`src/rtl/carry_chain_pipe_if.sv`:
```
// Operand/result handshake bundle for carry_chain_pipe.
// master drives operands and out_ready; slave is the pipeline itself.
interface carry_chain_pipe_if #(
  parameter int unsigned WIDTH = 16
);
  logic             in_valid;
  logic             in_ready;
  logic [WIDTH-1:0] p;
  logic [WIDTH-1:0] g;
  logic             ci;
  logic             cin_sel;
  logic             out_valid;
  logic             out_ready;
  logic [WIDTH-1:0] s;
  logic             co;
  logic             ovf;

  modport master (
    output in_valid, p, g, ci, cin_sel, out_ready,
    input  in_ready, out_valid, s, co, ovf
  );

  modport slave (
    input  in_valid, p, g, ci, cin_sel, out_ready,
    output in_ready, out_valid, s, co, ovf
  );
endinterface

```
`src/rtl/carry_chain_pipe.sv`:
```
// Pipelined P/G ripple carry chain. WIDTH bits are split into
// STAGES = WIDTH/STAGE_W segments; each pipeline stage ripples one
// STAGE_W-bit slice and registers the partial result. The last stage
// register is the output register. cy_q holds the carry-out of the most
// recent beat to reach the output, for multi-word chaining.
module carry_chain_pipe #(
  parameter int unsigned WIDTH   = 16,
  parameter int unsigned STAGE_W = 4
) (
  input logic              clk,
  input logic              rst_n,
  carry_chain_pipe_if.slave bus
);
  localparam int unsigned STAGES = WIDTH / STAGE_W;
  localparam int unsigned IDX_W  = (WIDTH > 1) ? $clog2(WIDTH) : 1;

  if ((STAGE_W == 0) || ((WIDTH % STAGE_W) != 0)) begin : g_width_check
    $error("carry_chain_pipe: WIDTH must be a non-zero multiple of STAGE_W");
  end

  // Per-stage registers: valid, sums so far, p/g operands, running carry,
  // and carry into the most recently processed bit (gives c[WIDTH-1]).
  logic             vld_q  [STAGES];
  logic [WIDTH-1:0] sum_q  [STAGES];
  logic [WIDTH-1:0] p_q    [STAGES];
  logic [WIDTH-1:0] g_q    [STAGES];
  logic             cry_q  [STAGES];
  logic             cmsb_q [STAGES];

  logic             vld_nxt  [STAGES];
  logic [WIDTH-1:0] sum_nxt  [STAGES];
  logic [WIDTH-1:0] p_nxt    [STAGES];
  logic [WIDTH-1:0] g_nxt    [STAGES];
  logic             cry_nxt  [STAGES];
  logic             cmsb_nxt [STAGES];

  logic cy_q;
  logic stall;
  logic busy;
  logic ready_c;
  logic accept;

  // Any beat still in flight ahead of the output register blocks chained beats.
  always_comb begin
    busy = 1'b0;
    for (int unsigned k = 0; k + 1 < STAGES; k++) begin
      busy = busy | vld_q[k];
    end
  end

  assign stall        = vld_q[STAGES-1] & ~bus.out_ready;
  assign ready_c      = rst_n & ~stall & (~bus.cin_sel | ~busy);
  assign accept       = bus.in_valid & ready_c;
  assign bus.in_ready = ready_c;

  // Each stage ripples its own slice from the previous stage's register
  // (stage 0 takes the live operands and the selected carry-in).
  always_comb begin
    logic             v;
    logic             c;
    logic             cm;
    logic [WIDTH-1:0] sm;
    logic [WIDTH-1:0] pp;
    logic [WIDTH-1:0] gg;
    logic [IDX_W-1:0] idx;
    int unsigned      src;
    v   = 1'b0;
    c   = 1'b0;
    cm  = 1'b0;
    sm  = '0;
    pp  = '0;
    gg  = '0;
    idx = '0;
    src = 0;
    for (int unsigned k = 0; k < STAGES; k++) begin
      src = (k == 0) ? 0 : k - 1;
      if (k == 0) begin
        v  = accept;
        sm = '0;
        pp = bus.p;
        gg = bus.g;
        c  = bus.cin_sel ? cy_q : bus.ci;
      end else begin
        v  = vld_q[src];
        sm = sum_q[src];
        pp = p_q[src];
        gg = g_q[src];
        c  = cry_q[src];
      end
      cm = 1'b0;
      for (int unsigned b = 0; b < STAGE_W; b++) begin
        idx     = IDX_W'(k * STAGE_W + b);
        cm      = c;
        sm[idx] = pp[idx] ^ c;
        c       = pp[idx] ? c : gg[idx];
      end
      vld_nxt[k]  = v;
      sum_nxt[k]  = sm;
      p_nxt[k]    = pp;
      g_nxt[k]    = gg;
      cry_nxt[k]  = c;
      cmsb_nxt[k] = cm;
    end
  end

  // Advance the whole pipeline unless the output is stalled; data only
  // loads alongside a valid beat so the output holds its last result.
  always_ff @(posedge clk) begin
    if (!rst_n) begin
      cy_q <= 1'b0;
      for (int unsigned k = 0; k < STAGES; k++) begin
        vld_q[k]  <= 1'b0;
        sum_q[k]  <= '0;
        p_q[k]    <= '0;
        g_q[k]    <= '0;
        cry_q[k]  <= 1'b0;
        cmsb_q[k] <= 1'b0;
      end
    end else if (!stall) begin
      for (int unsigned k = 0; k < STAGES; k++) begin
        vld_q[k] <= vld_nxt[k];
        if (vld_nxt[k]) begin
          sum_q[k]  <= sum_nxt[k];
          p_q[k]    <= p_nxt[k];
          g_q[k]    <= g_nxt[k];
          cry_q[k]  <= cry_nxt[k];
          cmsb_q[k] <= cmsb_nxt[k];
        end
      end
      if (vld_nxt[STAGES-1]) begin
        cy_q <= cry_nxt[STAGES-1];
      end
    end
  end

  assign bus.out_valid = vld_q[STAGES-1];
  assign bus.s         = sum_q[STAGES-1];
  assign bus.co        = cry_q[STAGES-1];
  assign bus.ovf       = cry_q[STAGES-1] ^ cmsb_q[STAGES-1];
endmodule
```
`src/flat_wrapper.sv`:
```
// flat-port wrapper written by rule: the top's interface ports become plain ports
module carry_chain_pipe_flat 
#(
  parameter int unsigned WIDTH   = 16,
  parameter int unsigned STAGE_W = 4
)
  (clk, rst_n, bus_in_valid, bus_p, bus_g, bus_ci, bus_cin_sel, bus_out_ready, bus_in_ready, bus_out_valid, bus_s, bus_co, bus_ovf);
  carry_chain_pipe_if #(.WIDTH(WIDTH)) bus_i ();
  input logic clk;
  input logic rst_n;
  input wire logic [$bits(bus_i.in_valid)-1:0] bus_in_valid;
  input wire logic [$bits(bus_i.p)-1:0] bus_p;
  input wire logic [$bits(bus_i.g)-1:0] bus_g;
  input wire logic [$bits(bus_i.ci)-1:0] bus_ci;
  input wire logic [$bits(bus_i.cin_sel)-1:0] bus_cin_sel;
  input wire logic [$bits(bus_i.out_ready)-1:0] bus_out_ready;
  output wire logic [$bits(bus_i.in_ready)-1:0] bus_in_ready;
  output wire logic [$bits(bus_i.out_valid)-1:0] bus_out_valid;
  output wire logic [$bits(bus_i.s)-1:0] bus_s;
  output wire logic [$bits(bus_i.co)-1:0] bus_co;
  output wire logic [$bits(bus_i.ovf)-1:0] bus_ovf;
  assign bus_i.in_valid = bus_in_valid;
  assign bus_i.p = bus_p;
  assign bus_i.g = bus_g;
  assign bus_i.ci = bus_ci;
  assign bus_i.cin_sel = bus_cin_sel;
  assign bus_i.out_ready = bus_out_ready;
  assign bus_in_ready = bus_i.in_ready;
  assign bus_out_valid = bus_i.out_valid;
  assign bus_s = bus_i.s;
  assign bus_co = bus_i.co;
  assign bus_ovf = bus_i.ovf;
  carry_chain_pipe #(.WIDTH(WIDTH), .STAGE_W(STAGE_W)) u_core (.clk(clk), .rst_n(rst_n), .bus(bus_i));
endmodule
```
`config.mk`:
```
export PLATFORM = sky130hd
export DESIGN_NAME = carry_chain_pipe_flat
export DESIGN_NICKNAME = d
export VERILOG_FILES = /design/src/rtl/carry_chain_pipe_if.sv /design/src/rtl/carry_chain_pipe.sv /design/src/flat_wrapper.sv
export SDC_FILE = /design/constraint.sdc
export NUM_CORES = 1
export LEC_CHECK = 0
export ABC_AREA = 0
export CAP_MARGIN = 30
export CORE_MARGIN = 2
export CORE_UTILIZATION = 25
export DETAILED_ROUTE_END_ITERATION = 10
export GPL_TIMING_DRIVEN = 0
export PLACE_DENSITY_LB_ADDON = 0.08
export REMOVE_ABC_BUFFERS = 1
export SYNTH_ARGS = -nofsm -noshare
export SYNTH_HDL_FRONTEND = slang
export SYNTH_SLANG_ARGS = --single-unit
export TNS_END_PERCENT = 50
```
`constraint.sdc`:
```
create_clock -name clk -period 1.95 [get_ports clk]
set_clock_uncertainty 0.2 [all_clocks]
set_input_delay 0.39 -clock clk [delete_from_list [all_inputs] [get_ports clk]]
set_output_delay 0.39 -clock clk [all_outputs]
set_load 0.005 [all_outputs]
```
# Word level (Yosys, flattened, before mapping)
# Memory sizes are Yosys's and may differ from the RTL's.
# Index checks and enable logic that the tools add are counted.
# classes
n_mux	61
n_reduce_logical	1
n_bitwise	52
# ops
cell	n
$mux 16	12
$mux 1	49
$or 1x1->1	27
$xor 1x1->1	17
$and 1x1->1	4
$not 1->1	4
$reduce_and 2->1	1
# totals
word_cells	121
output_inout_bits	20
mem_bits_rw	204
inputBits	38
register_bits	1
memories	6
# memory_table
name	words	width	read_ports	rd_clocked_by_memory_dff	wr	line_no	source
u_core.g_q	4	16	3	0	4	carry_chain_pipe.sv:26	logic [WIDTH-1:0] g_q [STAGES];
u_core.p_q	4	16	3	0	4	carry_chain_pipe.sv:25	logic [WIDTH-1:0] p_q [STAGES];
u_core.sum_q	4	16	4	0	4	carry_chain_pipe.sv:24	logic [WIDTH-1:0] sum_q [STAGES];
u_core.cmsb_q	4	1	1	0	4	carry_chain_pipe.sv:28	logic cmsb_q [STAGES];
u_core.cry_q	4	1	4	0	4	carry_chain_pipe.sv:27	logic cry_q [STAGES];
u_core.vld_q	4	1	4	0	4	carry_chain_pipe.sv:23	logic vld_q [STAGES];

# Longest topological paths before layout
# Gate-level depths: netlist of the first run.
# An unclocked memory read counts as a cell.
# logic_depth
word_depth	12
mapped_depth	6
ltp_nobuf	4

# Worst setup path before layout of the first run
# Ideal clock, no wire load.
# synth_path
path_type	register -> register
start	mem u_core.vld_q[1]
end	mem u_core.g_q[0][10] (enable)
synth_period_minus_slack_ns	2.112
stages_incl_launch_ff	4
path_buffers	0
slack_ns	-0.162
setup_ns	0.385
t_required_ns	1.365
arrival_ns	1.527
cell_sequence	dfxtp_1 -> o31ai_1 -> nand4_1 -> nand2_1
# synth_rtl
element	line_no
start: declaration	carry_chain_pipe.sv:23
end: declaration	carry_chain_pipe.sv:26

==> results.py, run 1 <==
metrics = {
    "layout": {
        "syn_to_final_growth_pct": 31.3,
        "drive_gt1_share_pct": 11.1,
        "fillers": 1591,
        "fin_nets": 384,
        "antenna_cells": 0,
        "utilization_pct": 33.4,
        "post-route-cell-area_um2": 5270,
    },
    "global_route": {
        "grt_pass1_wl_mm": 10.8,
        "grt_pass1_vias": 2073,
        "met2_usage_pct": 12.9,
        "use_met3_pct": 2.12,
        "grt_max_degree": 28,
        "use_met1_pct": 11.1,
        "grt_busiest_layer": "met2",
        "antenna_found_initial": 0,
        "grt_use_total_pct": 8.61,
        "globalRouteOverflowTotal": 0,
    },
    "synth": {
        "synth.area.top_cells": "edfxtp_1 (68%), and2_1 (11%), dfxtp_1 (3.5%)",
        "synth_fa_ha_area_share_pct": 0,
        "synth-compound-area-share_pct": 2.96,
        "synth_top_family_by_area": "simple AND/OR/NAND/NOR gates",
        "ys_ff_latch": 98,
        "ys_types": 31,
        "synth_area_per_cell_um2": 14.2,
        "synth_xor_xnor_area_share_pct": 3.49,
        "ys_warn_count": 0,
        "netlist_area_um2": 4010,
        "synth_cells": 283,
        "synthMuxAreaShare_pct": 2.12,
        "seq_area_frac_synth_pct": 71.6,
        "synth-simple-area-share_pct": 18.2,
        "synth_area_leader_cell": "edfxtp_1",
        "synth_top_area_share_pct": 68.1,
    },
    "sta": {
        "slew_headroom_pct": 67.7,
        "max_freq_mhz": 534,
        "finalSetupViolations": 0,
        "min_period_ns": 1.87,
        "fin_crit_sh_pct": 96.1,
        "tightest_slew_ns": 0.483,
        "worst_slack_ns": 0.0767,
        "hold_violations": 0,
        "final-max-slew-violation-count": 0,
        "rsz0062_at_grt": "yes",
    },
    "clock_network": {
        "clk_latency_ns": 0.34,
        "clk_path_buf_depth": 2,
        "clkTransAtPathRegs_ns": 0.07,
        "cts-htree-levels": 3,
        "cts_tree": "yes",
        "cts_buffers": 9,
        "cts_hold_buffers": 0,
        "clock_sinks": 98,
        "cts.root.buffer_cell": "clkbuf_16",
    },
    "power": {
        "power.total_mw": 4.77,
        "leakagePower_nw": 1.91,
        "power_frac_comb_pct": 7.6,
        "power.density_nw_per_um2": 905,
        "vdd_drop_max_mv": 0.352,
        "p_clk_share_pct": 40.3,
        "pwr-share-seq_pct": 52.1,
        "switchingPower_mw": 1.00,
        "intPower_mw": 3.77,
        "switching_share_pct": 21.0,
    },
    "worst_setup_path": {
        "slowest_delay_ns": 0.35,
        "crit_fanout": 4,
        "worstPathCellList": "o31ai_4 > and3_4 > buf_6",
        "reg2reg_slack_ns": 0.11,
        "critPathLaunchType": "register",
        "arrival_ns": 1.28,
        "slowest_stage": "dfxtp_2",
        "crit_required_ns": 1.36,
        "crit_path_end_kind": "output pin",
        "worstSetupPathType": "register to output pin",
    },
    "placed_design": {
        "place_area_um2": 4870,
        "place_ws_ns": -0.991,
        "gp_congestion": 0.661,
        "io_buffer_count": 57,
        "dp_hpwl_mm": 4.78,
    },
    "drt": {
        "firstDrtPassIters": 4,
        "avgViaCountPerCell": 3.75,
        "vias": 2128,
        "drcViolationCount": 0,
        "ant_nets": 0,
        "post_drt_wl_per_cell_um": 11.6,
        "wirelength_mm": 6.56,
        "drtIter0Drc": 42,
    },
    "floorplan": {
        "die_y_um": 131,
        "die_w_um": 131,
        "rows": 46,
        "placeableCoreArea_um2": 15800,
        "start_util_pct": 25.4,
        "pin_count": 58,
        "dieArea_um2": 17100,
    },
    "run": {
        "drv_cap": 0,
    },
    "hold_path": {
        "hold_class": "register to register",
    },
    "run_status": {
        "outcome": "complete, no violations",
    },
}
## metal layers
metal,up-vias,routed length [um],part of all wire [%]
met5,-,0,0
met4,0,188,2.9
met3,12,291,4.4
met2,49,2930,45
met1,952,3160,48
li1,1115,-,-
## repair_timing
action,in CTS,in global routing
buffers inserted,2,0
pin swaps,4,2
resized for setup,20,7
endpoints found under the setup margin,164,72
## sequential cells by signal (all words and copies together) (netlist names)
name / cells
u_core.cmsb_q: 1
u_core.cry_q: 4
u_core.cy_q: 1
u_core.g_q: 24
u_core.p_q: 24
u_core.sum_q: 40
u_core.vld_q: 4
## cells in the final DEF (no fill, tap or decap), types with 2 or more instances in the layout
master / count
nand2b_1: 3
mux2i_1: 6
and2_1: 72
dfxtp_1: 5
buf_16: 2
inv_1: 4
xnor2_1: 10
nand3b_1: 4
o21ai_0: 2
o211ai_1: 3
clkinvlp_4: 3
dlygate4sd2_1: 2
inv_6: 2
clkdlybuf4s50_1: 52
a21oi_1: 3
nand2_1: 13
clkbuf_16: 9
nand2_2: 3
edfxtp_1: 91
dfxtp_2: 2
xor2_1: 6
bufinv_16: 2
buf_4: 3
nand3_1: 6
nor2_1: 22
## synth_stat cells, drive strengths merged
cell type and count:
a211oi 1, a21oi 3, a311oi 1, a31o 1
and2 72, and3 2, and3b 1, and4 1
buf 3, clkbuf 7, dfxtp 7, edfxtp 91
inv 5, mux2 1, mux2i 7, nand2 17
nand2b 4, nand3 6, nand3b 4, nand4 1
nor2 23, nor2b 1, o211ai 3, o21ai 2
o221ai 1, o31ai 2, xnor2 10, xor2 6
## worst max-delay path: cells and delay by family (launching register included)
family          cells  cell delay (ns)
simple gates        1             0.23
compound gates      1             0.27
flops               1             0.35
buf+inv             1             0.09
## path summary, 6_finish.rpt
| kind | cells past startpoint | end | startpoint |
|---|---|---|---|
| hold reg to reg | 2 | u_core.vld_q[0] | u_core.vld_q[0] |
| hold / removal | 2 | u_core.vld_q[0] | u_core.vld_q[0] |
| setup reg to reg | 4 | u_core.g_q[0][15] | u_core.vld_q[0] |
| setup / recovery | 3 | bus_in_ready | u_core.vld_q[0] |
## power by group through the flow
stage	Combinational, mW	Clock, mW	Sequential [mW]
final	0.364	1.92	2.48
after global routing	0.404	2.08	2.50
after CTS	0.370	2.00	2.49
after detailed placement	0.361	0	2.53
after global placement	0.337	0	2.53
after floorplan	0.167	0	2.52
## per-stage QoR
step / setup TNS, ns / hold slack (ns) / std cells
6_report: 0 / 0.277 / 567
5_1_grt: -0.00237 / 0.308 / 567
4_1_cts: 0 / 0.280 / 567
3_5_place_dp: -107.22 / 0.269 / 549
3_3_place_gp: -129.51 / 0.271 / 546
2_1_floorplan: -4.87 / 0.249 / 273
## cells by family after synthesis
family,count (synthesis)
xor gates and xnor gates,16
and+or+nand+nor,132
DFF,98
muxes,8
buffers and inverters,15
AOI/OAI and AO/OA,14
## area by class of cell
cell class              instances  area (um^2)  area share [%]
well taps                     216          270            5.13
clock inverters                 7          100            1.90
flip-flops and latches         98         2880            54.6
repair buffers                 62          651            12.4
inverters                       5         18.8           0.356
multi-input cells             170         1130            21.4
clock buffers                   9          225            4.28
Power figures use the tool's default switching activity.
==> run 2: changes to the inputs <==
--- a/config.mk
+++ b/config.mk
@@ -10,9 +10,10 @@
 export CORE_MARGIN = 2
 export CORE_UTILIZATION = 25
 export DETAILED_ROUTE_END_ITERATION = 10
-export GPL_TIMING_DRIVEN = 0
+export GPL_ROUTABILITY_DRIVEN = 0
 export PLACE_DENSITY_LB_ADDON = 0.08
 export REMOVE_ABC_BUFFERS = 1
+export SETUP_SLACK_MARGIN = 0.2
 export SYNTH_ARGS = -nofsm -noshare
 export SYNTH_HDL_FRONTEND = slang
 export SYNTH_SLANG_ARGS = --single-unit
==> run 2 against run 1 <==
Combinational power rose by 31%. Critical path type is now input port to output pin. Non-clock buffer count rose by 41. Fmax rose by 0.13%. Register-to-register slack improved by 0.04 ns. Cell area rose by 8.3%. Flip-flop and latch count did not move. Sequential power barely moved.
==> results.py, run 2 (synthesized netlist as in run 1, its figures left out) <==
metrics = {
    "global_route": {
        "globalRouteOverflowTotal": 0,
        "grt_pass1_vias": 2299,
        "grt_use_total_pct": 9.52,
        "antenna_found_initial": 0,
        "grt_pass1_wl_mm": 11.7,
        "grt_max_degree": 25,
    },
    "layout": {
        "fin_nets": 425,
        "largest_reg_flops": 40,
        "drive_gt1_share_pct": 19.9,
        "antenna_cells": 0,
        "biggestRegsByFlops": "u_core.sum_q: 40 flops, u_core.g_q: 24 flops, u_core.p_q: 24 flops",
        "utilization_pct": 36.2,
        "final_common_cell": "edfxtp_1",
        "instances_no_fill": 608,
        "syn_to_final_growth_pct": 42.2,
        "layout_common_cells": "edfxtp_1 (91), and2_1 (72), clkdlybuf4s50_1 (48)",
        "top_register": "u_core.sum_q",
    },
    "floorplan": {
        "die_w_um": 131,
        "placeableCoreArea_um2": 15800,
        "dieArea_um2": 17100,
        "start_util_pct": 25.4,
        "die_y_um": 131,
        "rows": 46,
        "pin_count": 58,
    },
    "worst_setup_path": {
        "critPathLaunchType": "input port",
        "r2r_start": "u_core.vld_q[0]",
        "crit_path_end_kind": "output pin",
        "critPathTopFamily": "buffers and inverters",
        "critPathBufInv": 2,
        "crit_fanout": 2,
        "startpoint": "rst_n",
        "crit_required_ns": 1.36,
        "slowest_stage": "clkdlybuf4s50_1",
        "reg2reg_slack_ns": 0.15,
        "r2r_end": "u_core.p_q[0][7]",
        "worstPathCellList": "clkdlybuf4s50_1 > and3_4 > buf_6",
        "arrival_ns": 1.28,
        "slowest_delay_ns": 0.57,
        "worstSetupPathType": "input port to output pin",
        "r2r_cells": 5,
    },
    "sta": {
        "min_period_ns": 1.87,
        "hold_violations": 0,
        "fin_crit_sh_pct": 95.9,
        "final-max-slew-violation-count": 0,
        "fin_setup_tns_ns": 0,
        "slew_headroom_pct": 80.1,
        "rsz0062_at_grt": "yes",
        "hold_ws_ns": 0.313,
        "max_freq_mhz": 534,
        "tightest_slew_ns": 0.290,
        "finalSetupViolations": 0,
    },
    "drt": {
        "vias": 2265,
        "firstDrtPassIters": 4,
        "post_drt_wl_per_cell_um": 12.0,
        "avgViaCountPerCell": 3.73,
        "drtIter0Drc": 109,
        "drcViolationCount": 0,
        "wirelength_mm": 7.30,
        "ant_nets": 0,
    },
    "clock_network": {
        "cts_hold_buffers": 0,
        "cts-htree-levels": 3,
        "clk_path_buf_depth": 2,
        "clk_latency_ns": 0.35,
        "cts_tree": "yes",
        "cts.root.buffer_cell": "clkbuf_16",
        "clkTransAtPathRegs_ns": 0.07,
        "cts_buffers": 9,
        "clock_sinks": 98,
    },
    "power": {
        "power.total_mw": 4.85,
        "vdd_drop_max_mv": 0.409,
        "power.density_nw_per_um2": 850,
        "leakagePower_nw": 2.20,
    },
    "hold_path": {
        "hold_end": "u_core.sum_q[0][18]",
        "hold_class": "register to register",
        "hp-start": "u_core.sum_q[0][2]",
        "whs_path_depth": 1,
    },
    "placed_design": {
        "io_buffer_count": 57,
        "place_inst": 579,
        "dp_hpwl_mm": 4.88,
    },
    "run": {
        "drv_cap": 0,
    },
    "run_status": {
        "outcome": "complete, no violations",
    },
}
## run 2: cell count changes in the layout (fill, tap and decap cells not counted), sizes merged
cell,before,now
clkdlybuf4s50,52,48
bufbuf,0,1
clkinv,0,1
buf,6,46
dlygate4sd2,2,3
clkbuf,9,13
inv,7,5
dlymetal6s2s,1,4
clkinvlp,3,0
## run 2: worst max path at each step
stage | slack [ns] | depth (start not counted) | end
2_1_floorplan | -0.17 | 3 | u_core.g_q[0][10]
3_3_place_gp | -0.39 | 4 | bus_in_ready
3_5_place_dp | -0.40 | 4 | bus_in_ready
4_1_cts | 0.08 | 3 | bus_in_ready
5_1_grt | 0.05 | 3 | bus_in_ready
6_report | 0.08 | 3 | bus_in_ready
## run 2: power breakdown
group | leakage (nW) | switching, mW | internal [mW] | total (mW)
clock | 0.151 | 0.735 | 1.16 | 1.89
combinational | 1.03 | 0.198 | 0.280 | 0.478
sequential | 1.02 | 0.0434 | 2.43 | 2.48
## run 2: per-stage QoR
stage	setup WS, ns	area [um^2]
finish	0.0790	5700
global route	0.0497	5700
CTS	0.0836	5630
detailed placement	-0.396	5130
global placement	-0.391	5130
floorplan	-0.174	3960
## run 2: final cells by class
type / count / area [um^2]
Clock buffer: 13 / 250
Sequential cell: 98 / 2870
Clock inverter: 3 / 63.8
Multi-Input combinational cell: 170 / 1160
Inverter: 5 / 21.3
Timing Repair Buffer: 103 / 1070
Tap cell: 216 / 270
Fill cell: 1588 / 10100
## run 2: worst register-to-register path, cell delays in order (launching register included)
cell and delay (ns):
dfxtp_2 0.34, o31ai_4 0.25, buf_4 0.15, nand4_1 0.15, nand2_4 0.15, bufbuf_16 0.28
## run 2: routing by layer
metal  GRT usage [%]  part of all wire [%]  up-vias
met3            2.08                   3.9       12
met4            6.38                   3.1        0
met2            15.5                    47       51
li1                -                     -     1198
met5               0                     0        -
met1            11.4                    46     1004
## run 2: what timing repair did
action / CTS / global route
gates resized for setup: 25 / 15
pin swaps: 2 / 4
setup endpoints to repair: 150 / 193
buffers inserted: 10 / 1
gates cloned: 2 / 0
==> run 3: changes to the inputs <==
--- a/config.mk
+++ b/config.mk
@@ -14,6 +14,7 @@
 export PLACE_DENSITY_LB_ADDON = 0.08
 export REMOVE_ABC_BUFFERS = 1
 export SETUP_SLACK_MARGIN = 0.2
+export SLEW_MARGIN = 25
 export SYNTH_ARGS = -nofsm -noshare
 export SYNTH_HDL_FRONTEND = slang
 export SYNTH_SLANG_ARGS = --single-unit
==> results of run 3 <==
The final DEF is identical to that of run 2; final timing and power are the same.
